[config.mk]
export PLATFORM = sky130hd
export DESIGN_NAME = alu_share_arbiter
export DESIGN_NICKNAME = d
export VERILOG_FILES = /design/src/rtl/alu_pkg.sv /design/src/rtl/alu_arb_pick.sv /design/src/rtl/alu_share_arbiter.sv
export SDC_FILE = /design/constraint.sdc
export NUM_CORES = 1
export LEC_CHECK = 0
export BUFFER_PORTS_ARGS = -buffer_cell sky130_fd_sc_hd__clkbuf_2
export CELL_PAD_IN_SITES_DETAIL_PLACEMENT = 2
export CELL_PAD_IN_SITES_GLOBAL_PLACEMENT = 2
export CORE_UTILIZATION = 27
export DETAILED_ROUTE_END_ITERATION = 16
export PLACE_DENSITY_LB_ADDON = 0.1
export SLEW_MARGIN = 20
export SYNTH_ARGS = -nofsm -noshare
export SYNTH_HDL_FRONTEND = slang
export SYNTH_SLANG_ARGS = --single-unit
[constraint.sdc]
create_clock -name clk -period 2 [get_ports clk]
set_input_delay 0.2 -clock clk [delete_from_list [all_inputs] [get_ports clk]]
set_output_delay 0.2 -clock clk [all_outputs]
set_load 0.02 [all_outputs]
[src/rtl/alu_pkg.sv]
// alu_pkg: opcode constants, opcode width and FSM state type shared by the
// ALU sharing arbiter and its users.
package alu_pkg;

    localparam int OPW = 3;

    localparam logic [OPW-1:0] OP_ADD = 3'b000;
    localparam logic [OPW-1:0] OP_SUB = 3'b001;
    localparam logic [OPW-1:0] OP_MUL = 3'b010;
    localparam logic [OPW-1:0] OP_AND = 3'b011;
    localparam logic [OPW-1:0] OP_OR  = 3'b100;
    localparam logic [OPW-1:0] OP_SLL = 3'b101;

    typedef enum logic [1:0] {
        IDLE = 2'd0,
        EXEC = 2'd1,
        RESP = 2'd2
    } state_t;

endpackage

[src/rtl/alu_arb_pick.sv]
// alu_arb_pick: combinational grant selection; searches upward from ptr,
// wrapping, and returns the first valid requester as one-hot and index.
module alu_arb_pick #(
    parameter int NREQ = 2,
    parameter int IDXW = 1
) (
    input  logic [NREQ-1:0] valid,
    input  logic [IDXW-1:0] ptr,
    output logic [NREQ-1:0] grant,
    output logic [IDXW-1:0] grant_idx,
    output logic            any
);

    logic [IDXW:0]   sum_s;
    logic [IDXW-1:0] cand_s;

    // Rotating first-valid search starting at the pointer
    always_comb begin
        grant     = '0;
        grant_idx = '0;
        any       = 1'b0;
        sum_s     = '0;
        cand_s    = '0;
        for (int off = 0; off < NREQ; off++) begin
            sum_s = {1'b0, ptr} + (IDXW+1)'(off);
            if (sum_s >= (IDXW+1)'(NREQ)) begin
                cand_s = IDXW'(sum_s - (IDXW+1)'(NREQ));
            end else begin
                cand_s = sum_s[IDXW-1:0];
            end
            if (!any && valid[cand_s]) begin
                any       = 1'b1;
                grant_idx = cand_s;
            end else begin
                grant_idx = grant_idx;
            end
        end
        grant[grant_idx] = any;
    end

endmodule

[src/rtl/alu_share_arbiter.sv]
// alu_share_arbiter: shares one combinational ALU among NREQ requesters.
// Define ALU_ARB_RR_EN for round-robin arbitration; otherwise fixed priority.
module alu_share_arbiter
    import alu_pkg::*;
#(
    parameter int NREQ = 2,
    parameter int W    = 32
) (
    input  logic                clk,
    input  logic                rst_n,
    input  logic [NREQ-1:0]     req_valid,
    output logic [NREQ-1:0]     req_ready,
    input  logic [NREQ*W-1:0]   req_a,
    input  logic [NREQ*W-1:0]   req_b,
    input  logic [NREQ*OPW-1:0] req_op,
    output logic [NREQ-1:0]     rsp_valid,
    input  logic [NREQ-1:0]     rsp_ready,
    output logic [W-1:0]        rsp_result,
    output logic                rsp_zero,
    output logic [W-1:0]        alu_a,
    output logic [W-1:0]        alu_b,
    output logic [OPW-1:0]      alu_op,
    input  logic [W-1:0]        alu_result,
    input  logic                alu_zero
);

    localparam int IDXW = (NREQ > 1) ? $clog2(NREQ) : 1;

    state_t          state_r, state_s;
    logic [W-1:0]    a_r, b_r, result_r;
    logic [OPW-1:0]  op_r;
    logic            zero_r;
    logic [IDXW-1:0] grant_r, ptr_s, pick_idx_s;
    logic [NREQ-1:0] pick_grant_s;
    logic            pick_any_s;
    logic            rsp_done_s;

    assign rsp_done_s = (state_r == RESP) && rsp_ready[grant_r];

`ifdef ALU_ARB_RR_EN
    logic [IDXW-1:0] ptr_r;

    // Round-robin pointer moves just past the requester that completed
    always_ff @(posedge clk or negedge rst_n) begin
        if (!rst_n) begin
            ptr_r <= '0;
        end else if (rsp_done_s) begin
            if (grant_r == IDXW'(NREQ-1)) begin
                ptr_r <= '0;
            end else begin
                ptr_r <= grant_r + IDXW'(1);
            end
        end
    end

    assign ptr_s = ptr_r;
`else
    assign ptr_s = '0;
`endif

    alu_arb_pick #(
        .NREQ (NREQ),
        .IDXW (IDXW)
    ) u_pick (
        .valid     (req_valid),
        .ptr       (ptr_s),
        .grant     (pick_grant_s),
        .grant_idx (pick_idx_s),
        .any       (pick_any_s)
    );

    // FSM state register
    always_ff @(posedge clk or negedge rst_n) begin
        if (!rst_n) begin
            state_r <= IDLE;
        end else begin
            state_r <= state_s;
        end
    end

    // FSM next-state logic
    always_comb begin
        state_s = state_r;
        case (state_r)
            IDLE: begin
                if (pick_any_s) state_s = EXEC;
                else            state_s = IDLE;
            end
            EXEC: state_s = RESP;
            RESP: begin
                if (rsp_done_s) state_s = IDLE;
                else            state_s = RESP;
            end
            default: state_s = IDLE;
        endcase
    end

    // Operand capture on accept and result capture after the ALU cycle
    always_ff @(posedge clk or negedge rst_n) begin
        if (!rst_n) begin
            a_r      <= '0;
            b_r      <= '0;
            op_r     <= '0;
            grant_r  <= '0;
            result_r <= '0;
            zero_r   <= 1'b0;
        end else begin
            if (state_r == IDLE && pick_any_s) begin
                a_r     <= req_a[pick_idx_s*W +: W];
                b_r     <= req_b[pick_idx_s*W +: W];
                op_r    <= req_op[pick_idx_s*OPW +: OPW];
                grant_r <= pick_idx_s;
            end
            if (state_r == EXEC) begin
                result_r <= alu_result;
                zero_r   <= alu_zero;
            end
        end
    end

    // Handshake outputs decoded from state
    always_comb begin
        req_ready = '0;
        rsp_valid = '0;
        if (state_r == IDLE) begin
            req_ready = pick_grant_s;
        end else begin
            req_ready = '0;
        end
        if (state_r == RESP) begin
            rsp_valid[grant_r] = 1'b1;
        end else begin
            rsp_valid = '0;
        end
    end

    assign alu_a      = a_r;
    assign alu_b      = b_r;
    assign alu_op     = op_r;
    assign rsp_result = result_r;
    assign rsp_zero   = zero_r;

endmodule

==> summary.md <==
| Metric | Value |
|---|---|
| Outcome | finished, final reports clean |
| Syn-to-layout area delta | 41.63% |
| GP Congestion | 0.6784 |
| DP Wirelength | 10.57 mm |
| Yosys reg bits | 103 |
| Hold Startpoint | alu_result[9] |
| Clock slew at reported path FFs | 70 ps |
| Syn avg cell area | 15.80 um2 |
| Adder-Cell Fraction of Synth Area | 0% |
| Fin. Hold Viols | 0 |
| Die ar. | 18330 um2 |
| Slew @ Worst Pin | 634.3 ps |
| Combinational family with the most area after synthesis | multiplexers |
| Setup tns final | 0 ps |
| P_int | 6.617 mW |
| Starting density of the core | 27.67% |
| Pre-CTS WS | 285.4 ps |
| Post-DR wirelength/cell | 16.75 um |
| Clk_lat worst skew | 350 ps |
| Synth area leader | dfrtp_1 |
| Largest net degree at the start of global routing | 104 |
| Core Util, Final | 39.19% |
| Syn. warnings | 0 |
| First-pass GRT wire length | 20.80 mm |
| Root Buffer | clkbuf_16 |
| Final nets | 752 |
| CTS max path bufs | 2 |
| Mapped Area | 4803 um2 |
| Setup bufs post-CTS | 0 |
| Number of antenna-violating nets in the routed design | 0 |
| Clk network pwr share | 16.8% |
| Clock sink count | 103 |
| Crit. Startpoint | state_r[1] |
| H-tree levels | 3 |
| FP Rows | 48 |
| Post-CTS sizing | 0 |
| FF-to-FF Start | state_r[1] |
| Remaining Overflow, GRT | 0 |
| Final WL | 13.55 mm |
| EDFF count, synth | 0 |
| Crit-path slowest cell | dfrtp_1 |
| Mux cell area share after synthesis | 42.35% |
| P_sw | 4.247 mW |
| Skew final | 8.081 ps |
| Leak | 3.440 nW |
| Largest delay share family, worst path | flip-flops |
| DIE HEIGHT | 135.4 um |
| I/O Pins | 277 |
| CP required | 2230 ps |
| Final Cycle Share | 84.30% |
| Xor-xnor portion of the synthesized cell area | 0% |
| Peak VDD IR | 535.9 uV |
| Drt pass-1 iters | 4 |
| Sw Share | 39.09% |
| CP bufs+invs | 1 |
| Antenna violations before repair | 0 |
| Mapped Cells | 304 |
| DRC viols | 0 |
| Worst relative slew slack | 57.71% |
| Vias in the first global route | 3876 |
| Final setup viols | 0 |
| Critical Path Start Type | flip-flop |
| TritonCTS clock tree | done |
| Number of hold buffers added after cts | 1 |
| Simple-gate share of the synthesized area | 0.9377% |
| Synthesized net count | 477 |
| MaxCap Viol Count | 0 |
| Share of cells above drive strength 1 | 80.14% |
| Fin worst setup slack | 314.1 ps |
| Reg power frac | 34.5% |
| DR vias/cell | 4.357 |
| Cell area power density | 1597 nW/um2 |
| Hold_ws | 81.13 ps |
| Die W | 135.4 um |
| Post-synth top flop | dfrtp_1 |
| Crit path largest cell delay | 400 ps |
| Synth area leaders | dfrtp_1 (54%), mux2_2 (30%), mux2_4 (12%) |
| Iter 0 DRT Violations | 60 |
| Combinational power share | 48.7% |
| Synth Area in Compound Gates | 0.3647% |
| FFs w/ async S/R, synth | 100.0% |
| Slew Limit Fails | 0 |
| Count leader, synth | mux2_2 |
| Vias | 3525 |
| Fmax | 0.5931 GHz |
| Total track usage | 15.07% |
| CP Class | reg -> reg |
| Core area | 17360 um2 |
| Largest fanout on the critical path | 20 |
| IO buf count | 276 |
| Arr. time, crit path | 1920 ps |
| Sequential cell area fraction in the yosys report | 53.66% |
| CP cell instances | nor2_1 -> o21a_4 -> buf_12 -> mux2_2 |
| N_diodes | 0 |
| Final min period | 1686 ps |
| Hold/Removal Path Class | in -> reg |
| CP Capture Type | flip-flop |
| Synth top area share | 53.66% |
| Top cells by count, synth | mux2_2 (130), dfrtp_1 (103), mux2_4 (38), buf_2 (12), nor2_1 (4) |
| Num CTS Buffers | 9 |
| Unrepaired setup endpoints after global routing | false |
| Yosys cell types | 16 |
## cell families (layout without fill, tap and decap cells)
| logic type | count (synthesis) | after routing |
|---|---|---|
| mux | 168 | 168 |
| flops | 103 | 103 |
| buf+inv | 21 | 301 |
| simple gates | 9 | 9 |
| compound gates | 3 | 3 |
## sequential cells by signal, indices dropped and copies added (netlist names)
name,count
alu_a,32
alu_b,32
alu_op,3
grant_r,1
rsp_result,32
rsp_zero,1
state_r,2
## worst paths after layout
check	cells after the start	slack, ps	to
max	4	310	alu_b[15]
min	2	80	rsp_result[9]
max reg2reg	4	310	alu_b[15]
min reg2reg	1	510	alu_a[19]
max in group asynchronous	3	1050	alu_b[4]
min in group asynchronous	3	410	alu_a[29]
## worst reg2reg max path, cell delays in order (launching register included)
cell,delay [ps]
dfrtp_1,400
nor2_1,210
o21a_4,380
buf_12,220
mux2_2,360
## power by group through the flow
| stage | clock (mW) | combinational [mW] | sequential, mW |
|---|---|---|---|
| after detailed placement | 0 | 5.41 | 3.80 |
| after global placement | 0 | 5.26 | 3.74 |
| after CTS | 1.91 | 5.43 | 3.78 |
| final | 1.82 | 5.29 | 3.75 |
| after global routing | 1.98 | 5.67 | 3.90 |
| after floorplan | 0 | 2.17 | 5.02 |
## cell usage in the layout, fill, tap and decap left out, types with 2 or more instances in the layout
master,Yosys,routed
dfrtp_1,103,103
clkbuf_2,1,275
clkbuf_16,0,9
inv_6,0,2
buf_4,3,2
nand2b_1,3,2
buf_12,0,6
mux2_2,130,130
nor2_1,4,4
mux2_4,38,38
## stage by stage
| step | instance area (um2) | cells | power [mW] |
|---|---|---|---|
| after global placement | 6486 | 792 | 9.002 |
| after global routing | 6803 | 809 | 11.55 |
| after detailed placement | 6486 | 792 | 9.217 |
| after CTS | 6803 | 809 | 11.12 |
| after floorplan | 4803 | 304 | 7.191 |
| final | 6803 | 809 | 10.86 |
## per-layer routing
layer  part of all wire, %  routed length (um)  track usage [%]  vias to the layer above
li1                      -                   -                -                     1627
met1                    38                5205            16.71                     1722
met2                    51                6882            26.41                      161
met3                   9.2                1240            5.125                       15
met4                   1.6                 223            5.868                        0
met5                     0                   0                0                        -
## cell type report
type                            instances  area [um2]
Clock inverter                          5       63.81
Tap cell                              225       281.5
Timing Repair Buffer                  284        1521
Inverter                                1       3.754
Sequential cell                       103        2577
Multi-Input combinational cell        180        2112
Clock buffer                           11       242.7
Fill cell                            1821       10550
No activity file was read; power rests on OpenSTA's default activity.
